===== src/rtl/mem_arbiter.sv =====
// Round-robin arbiter sharing one single-port memory between an instruction-fetch
// port and a data port; one transaction in flight, fixed MEM_LATENCY read delay.
module mem_arbiter #(
    parameter int MEM_LATENCY = 2
) (
    input  logic        clk,
    input  logic        reset,
    input  logic        if_req,
    input  logic [31:0] if_addr,
    output logic [31:0] if_rdata,
    output logic        if_valid,
    input  logic        dm_req,
    input  logic        dm_we,
    input  logic [31:0] dm_addr,
    input  logic [31:0] dm_wdata,
    output logic [31:0] dm_rdata,
    output logic        dm_valid,
    output logic        mem_en,
    output logic        mem_we,
    output logic [31:0] mem_addr,
    output logic [31:0] mem_wdata,
    input  logic [31:0] mem_rdata
);
    typedef enum logic [1:0] {IDLE, ISSUE, WAIT, DONE} state_t;

    localparam logic [3:0] LATENCY = 4'(MEM_LATENCY);
    localparam logic       PORT_IF = 1'b0;
    localparam logic       PORT_DM = 1'b1;

    state_t      state_reg, state_next;
    logic        last_grant_reg;
    logic        grant_reg;
    logic        we_reg;
    logic [3:0]  count_reg;
    logic [31:0] addr_reg, wdata_reg;
    logic [31:0] if_rdata_reg, dm_rdata_reg;
    logic        take;
    logic        pick;

    // Contention goes to the port that did not win last time.
    always_comb begin
        take = (state_reg == IDLE) && (if_req || dm_req);
        pick = PORT_IF;
        if (if_req && dm_req)
            pick = ~last_grant_reg;
        else if (dm_req)
            pick = PORT_DM;
    end

    always_comb begin
        state_next = state_reg;
        mem_en     = 1'b0;
        mem_we     = 1'b0;
        if_valid   = 1'b0;
        dm_valid   = 1'b0;
        case (state_reg)
            IDLE:    if (take) state_next = ISSUE;
            ISSUE: begin
                mem_en     = 1'b1;
                mem_we     = we_reg;
                state_next = WAIT;
            end
            WAIT:    if (count_reg == 4'd1) state_next = DONE;
            DONE: begin
                if_valid   = (grant_reg == PORT_IF);
                dm_valid   = (grant_reg == PORT_DM);
                state_next = IDLE;
            end
            default: state_next = IDLE;
        endcase
    end

    always_ff @(posedge clk) begin
        if (reset) begin
            state_reg      <= IDLE;
            last_grant_reg <= PORT_IF;
            grant_reg      <= PORT_IF;
            we_reg         <= 1'b0;
            count_reg      <= 4'd0;
            addr_reg       <= '0;
            wdata_reg      <= '0;
            if_rdata_reg   <= '0;
            dm_rdata_reg   <= '0;
        end else begin
            state_reg <= state_next;
            if (take) begin
                grant_reg      <= pick;
                last_grant_reg <= pick;
                we_reg         <= pick & dm_we;
                addr_reg       <= pick ? dm_addr : if_addr;
                wdata_reg      <= pick ? dm_wdata : 32'd0;
            end
            if (state_reg == ISSUE)
                count_reg <= LATENCY;
            else if (state_reg == WAIT)
                count_reg <= count_reg - 4'd1;
            // Last WAIT cycle: read data is on mem_rdata now; stores capture nothing.
            if (state_reg == WAIT && count_reg == 4'd1 && !we_reg) begin
                if (grant_reg == PORT_DM)
                    dm_rdata_reg <= mem_rdata;
                else
                    if_rdata_reg <= mem_rdata;
            end
        end
    end

    assign mem_addr  = addr_reg;
    assign mem_wdata = wdata_reg;
    assign if_rdata  = if_rdata_reg;
    assign dm_rdata  = dm_rdata_reg;
endmodule


===== config.mk =====
export PLATFORM = sky130hd
export DESIGN_NAME = mem_arbiter
export DESIGN_NICKNAME = d
export VERILOG_FILES = /design/src/rtl/mem_arbiter.sv
export SDC_FILE = /design/constraint.sdc
export NUM_CORES = 1
export LEC_CHECK = 0
export CAP_MARGIN = 20
export CORE_MARGIN = 1.5
export CORE_UTILIZATION = 46
export CTS_BUF_LIST = sky130_fd_sc_hd__clkbuf_4 sky130_fd_sc_hd__clkbuf_8
export CTS_CLUSTER_SIZE = 28
export DETAILED_ROUTE_END_ITERATION = 16
export GPL_TIMING_DRIVEN = 0
export PLACE_DENSITY = 0.85
export SLEW_MARGIN = 20
export SYNTH_ARGS = -nofsm -noshare
export SYNTH_HDL_FRONTEND = slang
export SYNTH_SLANG_ARGS = --single-unit

===== constraint.sdc =====
create_clock -name clk -period 3.9 [get_ports clk]
set_input_delay 0.585 -clock clk [delete_from_list [all_inputs] [get_ports clk]]
set_output_delay 0.585 -clock clk [all_outputs]
set_load 0.02 [all_outputs]

# After elaboration in Yosys (flattened, before gate mapping)
# Index checks and enable logic that the tools add are counted.
[classes]
addsub = 1
bitwise_logic = 2
n_eq_ne = 6
reduce_logical = 12
muxes = 13
[ops]
columns = ["cell", "count"]
rows = [
  ["$mux 32", 2],
  ["$mux 2", 4],
  ["$pmux 2 s4", 1],
  ["$mux 1", 6],
  ["$reduce_and 2->1", 3],
  ["$eq 2x2->1 const B", 2],
  ["$eq 4x1->1 const B", 1],
  ["$logic_and 1x1->1", 4],
  ["$ne 2x2->1 const B", 2],
  ["$sub 4x1->4 const B", 1],
  ["$eq 2x1->1 const B", 1],
  ["$logic_not 2->1", 1],
  ["$reduce_bool 2->1", 1],
  ["$reduce_or 2->1", 1],
  ["$and 1x1->1", 1],
  ["$logic_not 1->1", 1],
  ["$logic_or 1x1->1", 1],
  ["$not 1->1", 1],
]
[word_totals]
out_inout_bits = 132
elab_cells = 43
regBits = 136

# Logic depth before layout (Yosys ltp)
[logic_depth]
word_depth = 4
ltp_mapped = 7

# Worst setup path after synthesis
# No wires, ideal clock.
[synth_timing]
path_kind = "register -> register"
startpoint = "register state_reg[0]"
endpoint = "register dm_rdata_reg[10] (netlist: dm_rdata[10])"
required_time_ns = 3.782
setup_slack_ns = 2.205
arrival_ns = 1.577
synth_period_minus_slack_ns = 1.695
setup_ns = 0.118
path_buffers = 2
stages_incl_launch_ff = 8
cell_sequence = "dfxtp_1 inv_1 ha_1 nand4bb_1 or3b_1 buf_6 buf_12 mux2i_1"
[synth_via]
elab_chain_len = 4
[synth_rtl]
columns = ["element", "line_no", "text"]
rows = [
  ["start: declaration", "30", "state_t state_reg, state_next;"],
  ["start signal: assignment", "85", "state_reg <= state_next;"],
  ["$eq 2x2->1", "98", "if (state_reg == WAIT && count_reg == 4'd1 && !we_reg) begin"],
  ["$logic_and 1x1->1 (2 in a row)", "98", ""],
  ["$reduce_and 2->1 (no source line)", "-", ""],
  ["end signal: assignment", "100", "dm_rdata_reg <= mem_rdata;"],
  ["end: declaration", "36", "logic [31:0] if_rdata_reg, dm_rdata_reg;"],
]
# No other way between the ends.
# A chain may end at the register's enable or synchronous reset.

# Worst setup path after layout
[layout_timing]
startpoint = "register state_reg[1]"
endpoint = "output port mem_we"
[layout_via]
elab_chain_len = 2
[layout_rtl]
columns = ["element", "line_no", "text"]
rows = [
  ["$eq 2x1->1", "56", "case (state_reg)"],
  ["$mux 1", "56", ""],
  ["end: declaration", "19", "output logic mem_we,"],
]
# No other way between the ends.

==> results.ini <==
[die]
dieHeight_microns=113.3
io_pins=265
floorplan.rows=40
core_sq_um=11960
fp.dieW_microns=113.3
dieArea_sq_um=12850
initial_core_util_pct=46.82

[critical_path]
r2r-end=if_rdata[8]$_SDFFE_PP0P_
slack_of_the_worst_reg_to_reg_path_ps=1860
timing.critical_path.arrival_ps=1950
cp.required_ps=3310
worst_setup_path_end_kind=output pin
critical_path.slowest_cell=clkdlybuf4s50_1
reg2reg_path_depth=6
worst_r2r_startpoint=state_reg[0]$_SDFFE_PP0P_
cp-start-kind=register
path_cells=inv_1 > ha_1 > and2_1 > clkdlybuf4s50_1
timing.critical_path.fanout_max=6
critical-path-max-stage-delay_ps=640
criticalPathCategory=register to output pin

[synthesis]
async_flop_share_pct=0
synthTopCellsByArea=dfxtp_1 (49%), mux2i_1 (17%), nand2b_1 (11%), a32oi_1 (5.2%), nor2_1 (4.6%)
postSynthRegisterBits=136
synth_common_cells=dfxtp_1 (136), nand2b_1 (98), mux2i_1 (97), nor2_1 (69), a211oi_1 (34)
synth_cell_types=31
avgSynthCellArea_sq_um=10.28
synthCells=545
synth_fp_nets=684
number_of_flops_mapped_to_enable_cells_by_yosys=0
dominantRegCellSynth=dfxtp_1
synth_largest_area_cell=dfxtp_1
synth_seq_area_share_pct=48.61
yosys.area.top_type_share_pct=48.61
yosys.cell_count.top_type=dfxtp_1
syn_area_sq_um=5600
ys.warnings.count=0

[min_path]
min_from=if_rdata[20]$_SDFFE_PP0P_
class_of_the_worst_hold_path=register to register
hold_depth=2
min_to=if_rdata[20]$_SDFFE_PP0P_

[detailed_routing]
final_antenna_net_count=0
dr.pass1.iters=4
vias_per_cell=5.124
drc_errors=0
number_of_drc_markers_in_iteration_0=199
route.detailed.wl_per_inst_microns=16.81
dr_total_vias=5047
route.final.wire_length_mm=16.56

[pwr]
power.ir.vdd_worst_v=0.0004217
post-layout-total-power_w=0.004455
p_leak_nw=3.435
power_density_nw_per_um2=505.9

[cts]
postCtsSetupBuffers=0
ctsResizeCount=0
cts.clk_slew.worst_paths_ps=70
cts_buffers=17
cts_tree=done
ctsHoldBuffers=0
htree_levels=4
clk_latency_ps=440
ctsLongestPathBuffers=2
cts.sinks=136
cts_root_buffer=clkbuf_8

[global_routing]
grt_antenna_before_repair=0
maximum_number_of_pins_on_one_net_before_global_route_repair=17
grt.overflow.total=0
grtUsageTotal_pct=25.86
grt_pass1_vias=5301
first_pass_grt_wire_length_mm=25.98

[timing]
max-slew-margin-rel_pct=66.48
worstMarginPinSlew_ps=500.1
slew_violations=0
min_period_over_period_pct=64.94
setup_viol=0
hold_violations=0
post-route-worst-setup-slack_ps=1367
timing.fmax_ghz=0.3948
clock-skew-final_ps=6.285
finalWorstPathRequiredPeriod_ps=2533
setup_tns_ps=0
rsz_0062_raised_after_global_routing=false

[placed_design]
buffer_ports.inserted=263
pre_cts_slack_ps=1483
placer_congestion_estimate=0.8393
dp.final_hpwl_mm=12.92

[final_layout]
syn2layout_area_growth_pct=57.24
ff_latch_area_sq_um=2723
multi_input_comb_area_sq_um=2615
final_core_util_pct=73.62
fill_count=875
diodes=0
nNetsFinal=966
final_layout_size_suffix_gt1_share_pct=5.251

[run]
timing.max_cap.violations=0

[outcome]
result_of_the_run=complete, no violations

area by class of cell:
class / count / share of cell area [%]
Timing Repair Buffer: 263 / 29.89
Multi-Input combinational cell: 358 / 29.70
Clock inverter: 2 / 0.3978
Inverter: 5 / 0.2131
Clock buffer: 28 / 4.021
Buffer: 46 / 2.771
Sequential cell: 136 / 30.92
Tap cell: 147 / 2.089
cell families (layout without fill, tap and decap cells):
kind of cell | Yosys count | in the layout | share of synthesized area, %
adder cells (fa/ha/maj) | 6 | 6 | 1.340
XOR/XNOR | 3 | 3 | 0.4693
AO/OA/AOI/OAI | 73 | 73 | 10.46
flip-flops | 136 | 136 | 48.61
multiplexers | 97 | 97 | 17.34
AND/OR/NAND/NOR | 179 | 179 | 17.09
buffers and inverters | 51 | 344 | 4.692
cell usage in the layout, fill, tap and decap left out, drive strengths merged:
master	n
clkdlybuf4s50	263
inv	5
a22oi	1
nor2	69
mux2i	97
ha	6
bufinv	1
nand2	1
dfxtp	136
nor3	4
nand4bb	1
clkinv	1
nor2b	1
nor4b	1
buf	15
a21boi	1
nand2b	98
o21ai	1
a22o	1
xnor2	2
or3b	2
a211oi	34
and2	2
xor2	1
a21oi	1
clkbuf	59
a32oi	33
o21a	1
report_power, final:
group          internal, W  switching, W
clock             0.000635      0.000492
sequential         0.00159      0.000127
combinational     0.000721      0.000891
worst max-delay path, delay by kind of cell, from the launching register on:
family | cells | cell delay [ps]
adder cells (fa/ha/maj) | 1 | 270
buffers and inverters | 2 | 730
flip-flops | 1 | 340
AND/OR/NAND/NOR | 1 | 160
through the flow:
stage	cell area, sq um	std cells	hold WS (ps)
after global placement	8417	955	458.7
after CTS	8806	985	480.0
after floorplan	5600	545	484.6
final	8806	985	476.6
after global routing	8806	985	495.5
after detailed placement	8417	955	465.2
routing by layer:
layer | share of wire (%) | vias up | track usage, %
met5 | 0 | - | 0
met4 | 2.6 | 0 | 12.00
met3 | 7.6 | 32 | 8.463
met2 | 51 | 191 | 46.83
met1 | 39 | 2369 | 27.13
li1 | - | 2455 | -
worst max-delay path by stage:
stage                                    from                    endpoint  slack (ps)  cells past startpoint
floorplan           state_reg[0]$_SDFFE_PP0P_   dm_rdata[10]$_SDFFE_PP0P_        2210                      7
global placement                       dm_req  mem_wdata[10]$_SDFFE_PP0P_        1540                      6
detailed placement                     dm_req  mem_wdata[13]$_SDFFE_PP0P_        1480                      6
CTS                 state_reg[1]$_SDFFE_PP0P_                      mem_we        1330                      4
global route        state_reg[1]$_SDFFE_PP0P_                      mem_we        1240                      4
finish              state_reg[1]$_SDFFE_PP0P_                      mem_we        1370                      4
No activity file was read; power rests on OpenSTA's default activity.
